==> config.mk <==
export PLATFORM = sky130hd
export DESIGN_NAME = error_cal
export DESIGN_NICKNAME = d
export VERILOG_FILES = /design/src/rtl/error_cal_pkg.sv /design/src/rtl/error_cal_red.sv /design/src/rtl/error_cal.sv
export SDC_FILE = /design/constraint.sdc
export NUM_CORES = 2
export LEC_CHECK = 0
export ABC_AREA = 1
export BUFFER_PORTS_ARGS = -buffer_cell sky130_fd_sc_hd__buf_2
export CORE_UTILIZATION = 45
export CTS_CLUSTER_SIZE = 20
export DETAILED_ROUTE_END_ITERATION = 8
export GPL_ROUTABILITY_DRIVEN = 0
export GPL_TIMING_DRIVEN = 0
export PLACE_DENSITY = 0.72
export SYNTH_ARGS = -nofsm -noshare
export SYNTH_HDL_FRONTEND = slang
export SYNTH_SLANG_ARGS = --single-unit
==> constraint.sdc <==
create_clock -name clk -period 12 [get_ports clk]
set_input_delay 3 -clock clk [delete_from_list [all_inputs] [get_ports clk]]
set_output_delay 3 -clock clk [all_outputs]
set_load 0.01 [all_outputs]
==> src/rtl/error_cal_pkg.sv <==
// Shared constants and types for the divider error-measurement block.
// Fixed-point formats: mantissas and reciprocal Q1.23, product Q2.46, RED Q0.32.
package error_cal_pkg;

    localparam int MANT_W    = 24;
    localparam int FRAC_W    = 23;
    localparam int RED_SHIFT = 14;

    localparam logic [7:0]        EXP_MIN = 8'd1;
    localparam logic [7:0]        EXP_MAX = 8'd254;
    localparam logic [MANT_W-1:0] R_C0    = 24'hC00000;
    localparam logic [47:0]       ONE_Q46 = 48'h4000_0000_0000;

    // One RED sample travelling down the pipeline
    typedef struct packed {
        logic        vld;
        logic [31:0] red;
    } red_s;

    // Normal operands only: zero, subnormal, Inf and NaN are rejected
    function automatic logic exp_ok(input logic [7:0] e);
        return (e >= EXP_MIN) && (e <= EXP_MAX);
    endfunction

endpackage

==> src/rtl/error_cal_red.sv <==
// Combinational relative-error-distance of the linear reciprocal approximation.
// RED = |mb * (1.5 - mb/2) - 1|; it depends only on the divisor mantissa.
module red_unit
    import error_cal_pkg::*;
#(
    parameter int XLEN = 32
) (
    input  logic [XLEN-1:0] i_a,
    input  logic [XLEN-1:0] i_b,
    output logic [31:0]     o_red,
    output logic            o_valid
);

    logic [MANT_W-1:0] w_mb;
    logic [MANT_W-1:0] w_r;
    logic [47:0]       w_p;
    logic [45:0]       w_d;
    logic              w_unused;

    assign o_valid = exp_ok(i_a[30:23]) && exp_ok(i_b[30:23]);

    assign w_mb = {1'b1, i_b[FRAC_W-1:0]};
    assign w_r  = R_C0 - (w_mb >> 1);
    assign w_p  = 48'(w_mb) * 48'(w_r);

    // |p - 1| never reaches 2^46, so 46 bits hold the difference exactly
    assign w_d = (w_p >= ONE_Q46) ? 46'(w_p - ONE_Q46) : 46'(ONE_Q46 - w_p);

    assign o_red = w_d[RED_SHIFT +: 32];

    // Signs and the dividend mantissa cancel out of the relative error
    assign w_unused = &{1'b0, i_a[31], i_a[FRAC_W-1:0], i_b[31]};

endmodule

==> src/rtl/error_cal.sv <==
// Pipelined MRED monitor: register operands, register RED, then average RED
// over windows of 2^LOG2_WIN valid samples and publish the truncated mean.
module error_cal
    import error_cal_pkg::*;
#(
    parameter int XLEN     = 32,
    parameter int LOG2_WIN = 4
) (
    input  logic            clk,
    input  logic            reset,
    input  logic [XLEN-1:0] A,
    input  logic [XLEN-1:0] B,
    output logic [31:0]     MRED
);

    localparam int ACC_W = 32 + LOG2_WIN;

    logic [XLEN-1:0]     r_a;
    logic [XLEN-1:0]     r_b;
    logic                r_s0_vld;
    red_s                r_s1;
    logic [LOG2_WIN-1:0] r_cnt;
    logic [ACC_W-1:0]    r_acc;
    logic [31:0]         r_mred;

    logic [31:0]         w_red;
    logic                w_red_vld;
    logic [ACC_W-1:0]    w_sum;
    logic                w_last;

    red_unit #(.XLEN(XLEN)) u_red (
        .i_a     (r_a),
        .i_b     (r_b),
        .o_red   (w_red),
        .o_valid (w_red_vld)
    );

    assign w_sum  = r_acc + {{LOG2_WIN{1'b0}}, r_s1.red};
    assign w_last = &r_cnt;
    assign MRED   = r_mred;

    always_ff @(posedge clk) begin
        if (reset) begin
            r_a      <= '0;
            r_b      <= '0;
            r_s0_vld <= 1'b0;
            r_s1     <= '0;
            r_cnt    <= '0;
            r_acc    <= '0;
            r_mred   <= '0;
        end else begin
            r_a      <= A;
            r_b      <= B;
            r_s0_vld <= 1'b1;
            r_s1.vld <= r_s0_vld & w_red_vld;
            r_s1.red <= w_red;
            // Invalid samples are bubbles: accumulator and counter hold
            if (r_s1.vld) begin
                if (w_last) begin
                    r_mred <= w_sum[ACC_W-1:LOG2_WIN];
                    r_acc  <= '0;
                    r_cnt  <= '0;
                end else begin
                    r_acc  <= w_sum;
                    r_cnt  <= r_cnt + 1'b1;
                end
            end
        end
    end

endmodule

After elaboration in Yosys (flattened, before gate mapping)
Index checks and enable logic that the tools add are counted.
{ "classes": {"n_mux": 4, "shift": 0, "n_addsub": 5, "n_mul": 1, "n_lt_le_gt_ge": 5, "bitwise_logic": 1, "n_reduce_logical": 5, "eq_ne": 0, "div_mod_pow": 0} }
{ "ops": {"columns": ["operator", "count"], "rows": [
  [">= comparator 48 x 47 -> 1 bit, second input constant", 1],
  ["multiplier 24 x 24 -> 48 bit", 1],
  ["2-to-1 mux 46 bit", 1],
  ["subtractor 1 x 46 -> 46 bit, first input constant", 1],
  ["subtractor 46 x 1 -> 46 bit, second input constant", 1],
  ["adder 36 x 32 -> 36 bit", 1],
  ["2-to-1 mux 36 bit", 1],
  ["subtractor 24 x 23 -> 24 bit, first input constant", 1],
  [">= comparator 8 x 1 -> 1 bit, second input constant", 2],
  ["<= comparator 8 bit, second input constant", 2],
  ["AND reduction 5 bit", 1],
  ["adder 4 x 1 -> 4 bit, second input constant", 1],
  ["2-to-1 mux 4 bit", 1],
  ["AND reduction 4 bit", 1],
  ["logical AND 1 bit", 3],
  ["AND 1 bit", 1],
  ["2-to-1 mux 1 bit", 1]
]} }
{ "totals": {"ram_bits": 0, "in_bits": 66, "latchBits": 0, "n_memories": 0, "romBits": 0, "out_inout_bits": 32, "wordCells": 29, "ff_bits": 168} }

Logic depth before layout (Yosys ltp)
{ "depth": {"ltp_word": 4, "depth_mapped": 49, "ltp_nobuf": 47} }

Cells and area by module
A second synthesis with hierarchy kept.
{ "hier_totals": {"hier_cells": 3998, "hier_area_um2": 28817.6} }
{ "by_module_without_submodules": {"columns": ["mod", "area_per_inst_um2", "seq_area_each_um2", "instances", "cells_each"], "rows": [
  ["red_unit", 20973.9, 0.0, 1, 2838],
  ["error_cal", 7843.8, 3403.3, 1, 1160]
]} }

Worst setup path before layout
No wires, ideal clock.
{ "synth_timing": {"path_kind": "register to register", "start": "reg r_b[1]", "end": "reg r_s1[31] (netlist name)", "slack_ns": 3.567, "period_less_slack_ns": 8.433, "required_time_ns": 11.885, "arrival_time_ns": 8.318, "setup_ns": 0.115, "n_path_buf": 4, "stages_incl_launch_ff": 45, "path_cell_list": "dfxtp_1 clkbuf_1 inv_1 clkbuf_1 ha_1 nand2_1 nor3_1 nand2_1 nor4_1 nand2_1 nor3_1 ha_1 clkbuf_1 clkbuf_1 nor2_1 fa_1 inv_1 fa_1 [9 not listed] inv_1 ha_1 nand2_1 inv_1 a21oi_1 nand2_1 inv_1 nand2_1 nand2_1 nand2_1 nor2_1 nand2_1 nor2_4 nand3_2 nor2_4 nand4_1 a21oi_1 nor2_1"} }
{ "synth_between": {"elab_chain_cells": 4} }
{ "synth_rtl": {"columns": ["item", "line", "text"], "rows": [
  ["start: declaration", "error_cal.sv:19", "logic [XLEN-1:0] r_b;"],
  ["start signal: assignment", "error_cal.sv:45", "r_b <= '0;"],
  ["start signal: assignment", "error_cal.sv:53", "r_b <= B;"],
  ["subtractor 24 x 23 -> 24 bit", "error_cal_red.sv:23", "assign w_r = R_C0 - (w_mb >> 1);"],
  ["multiplier 24 x 24 -> 48 bit *", "error_cal_red.sv:24", "assign w_p = 48'(w_mb) * 48'(w_r);"],
  ["subtractor 1 x 46 -> 46 bit, or another cell as far along", "error_cal_red.sv:27", "assign w_d = (w_p >= ONE_Q46) ? 46'(w_p - ONE_Q46) : 46'(ONE_Q46 - w_p);"],
  ["2-to-1 mux 46 bit *", "error_cal_red.sv:27", null],
  ["end: declaration", "error_cal.sv:21", "red_s r_s1;"]
]} }
Mark *: on every way between the ends. The rest lies on a longest branch, timed or not.
A chain may end at the register's enable or synchronous reset.

Worst setup path after layout
{ "layout_timing": {"start": "reg r_b[1]", "end": "reg r_s1[28] (netlist name)"} }
Same word-level chain as after synthesis.

==> summary.md <==
| Metric | Value |
|---|---|
| Status | `completed` |
| Vias in the first global route | `24,000` |
| H-Tree Depth | `4` |
| Clock latency on the worst-skew pair | `0.50 ns` |
| Yosys reg bits | `145` |
| CTS sink cnt | `145` |
| Synth cell types | `49` |
| Most common cell after layout, fill and taps aside | `inv_1` |
| CP endpoint kind | `flop` |
| FF-to-FF Start | `r_b[1]` |
| Setup Buffers After CTS | `0` |
| Share of flip-flops with an asynchronous set or reset | `0` |
| Setup violators final | `0` |
| Dominant cell type by area after synthesis | `fa_1` |
| CTS hold repair buffers | `0` |
| Die width | `248 um` |
| Data arrival, critical path | `11.76 ns` |
| Critical path's largest stage delay | `0.78 ns` |
| Worst-Margin Slew | `1.40 ns` |
| Global-route wire length before repair | `128 mm` |
| Layout cells sized above 1 | `0.0485` |
| Worst EP required | `12.39 ns` |
| Router iterations before antenna repair | `6` |
| CTS tree | `done` |
| Critical Path Fanout Max | `12` |
| Synth warnings | `0` |
| Critical path type | `reg2reg` |
| Tcrit/Tclk final | `0.947` |
| Syn Area/Cell | `7.40 um^2` |
| Initial antenna violation count | `1` |
| Max-capacitance violation count | `0` |
| DRT iter0 DRCs | `2,094` |
| All-Layer GR Usage | `0.274` |
| CTS Buf Count | `17` |
| Overflow after GRT | `0` |
| Slew Limit Headroom | `0.0672` |
| # fillers | `5,856` |
| Maximum number of pins on one net before global-route repair | `19` |
| Dominant synthesized flop cell | `dfxtp_1` |
| Tmin final | `11.37 ns` |
| Worst Path Buf+Inv | `10` |
| I/O pin total | `98` |
| Nets | `4,578` |
| Unrepaired setup endpoints after global routing | `false` |
| Worst Hold Class | `reg2reg` |
| Total number of vias | `24,000` |
| Root Buffer | `clkbuf_16` |
| Vias/cell | `5.24` |
| Mapped Cells | `3,688` |
| Synth top area share | `0.354` |
| Crit-path slowest cell | `clkbuf_1` |
| Clk_skew | `0.0323 ns` |
| Synthesized area | `0.0273 mm^2` |
| PortBufs | `72` |
| Clock buffer depth | `2` |
| Most frequent cells in the layout | `inv_1 (896), nand2_1 (821), fa_1 (482)` |
| CORE AREA | `0.0595 mm^2` |
| Starting Density | `0.459` |
| Final Max Tran Viols | `0` |
| Hold Vio Cnt, Final | `0` |
| Synth top area cells | `fa_1 (35%), inv_1 (12%), nand2_1 (11%), dfxtp_1 (11%), ha_1 (11%)` |
| Min-Delay Startpoint | `r_acc[0]` |
| EDFF count, synth | `0` |
| Routed WL | `79.5 mm` |
| Die height | `248 um` |
| Post-DP HPWL | `65.9 mm` |
| Setup TNS | `0 ns` |
| DRC violations left | `0` |
| Fraction of the yosys area taken by sequential cells | `0.106` |
| Post-DRT Antenna Nets | `0` |
| FMAX | `0.0880 GHz` |
| Crit path launch | `r_b[1]` |
| WL per Instance | `17.3 um` |
| FP Rows | `89` |
| CTS clk-pin slew, worst paths | `0.08 ns` |
| Die ar. | `0.0616 mm^2` |
| Area Growth Syn to Fin | `7.41%` |
| # resized after CTS | `0` |
| Worst path most repeated cell | `nand2_1` |
| Startpoint Class | `flop` |
| CP delay by family, top | `adder cells` |
worst reg2reg max path, delay by kind of cell (launching register included):
family                     cells  cell delay (ns)
DFF                            1             0.37
AOI/OAI and AO/OA              1             0.15
adders and majority gates     10             4.88
buffers and inverters         10             2.54
and+or+nand+nor               20             3.35
metrics by stage:
| stage | setup WS [ns] | hold WS [ns] | utilization | cells | area, um^2 |
|---|---|---|---|---|---|
| 3_5_place_dp | 0.918 | 0.463 | 0.483 | 4553 | 28700 |
| 3_3_place_gp | 0.952 | 0.455 | 0.483 | 4553 | 28700 |
| 6_report | 0.632 | 0.468 | 0.493 | 4588 | 29300 |
| 5_1_grt | 0.0445 | 0.488 | 0.493 | 4585 | 29300 |
| 4_1_cts | 0.879 | 0.474 | 0.493 | 4585 | 29300 |
| 2_1_floorplan | 3.57 | 0.449 | - | 3708 | 27400 |
Yosys cell counts (23+ instances only):
master and n:
clkbuf_1 107, o21ai_0 67, a21oi_1 138, nor2_1 390, ha_1 231, inv_1 896, nor3_1 42, fa_1 482
nand3_1 130, nand2_1 821, dfxtp_1 145, nand4_1 23
logic make-up (layout without fill, tap and decap cells):
logic type,Yosys count,in the layout,share of synthesized area
adders and majority gates,713,713,0.459
buffers and inverters,1045,1149,0.145
xor gates and xnor gates,26,26,0.00862
DFF,145,145,0.106
other,2,25,0.000275
and+or+nand+nor,1503,1503,0.230
AOI/OAI and AO/OA,254,254,0.0508
layer usage:
metal,global-route usage,routed length (um),up-vias
li1,-,-,11100
met1,0.361,32600,11600
met2,0.430,35800,1066
met3,0.0583,7350,211
met4,0.130,3870,0
met5,0,0,-
final timing paths:
kind | cells after the start | slack (ns) | end
min | 2 | 0.47 | r_acc[0]
min reg2reg | 2 | 0.47 | r_acc[0]
max | 41 | 0.63 | r_s1[28]
max reg2reg | 41 | 0.63 | r_s1[28]
area by class of cell:
cell class	count	area [um^2]	area share
diodes	3	7.51	0.000256
well taps	773	967	0.0330
multi-input cells	2518	20500	0.700
inverters	923	3460	0.118
plain buffers	122	479	0.0163
repair buffers	72	360	0.0123
clock inverters	15	186	0.00636
flip-flops and latches	145	2900	0.0990
clock buffers	17	425	0.0145
flip-flops by register name (all words and copies together) (netlist names):
| name | flops |
|---|---|
| r_s1 | 33 |
| r_cnt | 4 |
| r_acc | 36 |
| MRED | 32 |
| r_a | 8 |
| r_s0_vld | 1 |
| r_b | 31 |
Power is left out: the tool's default activity adds up to more than one toggle a clock period on the data nets, which glitch-free logic cannot reach.
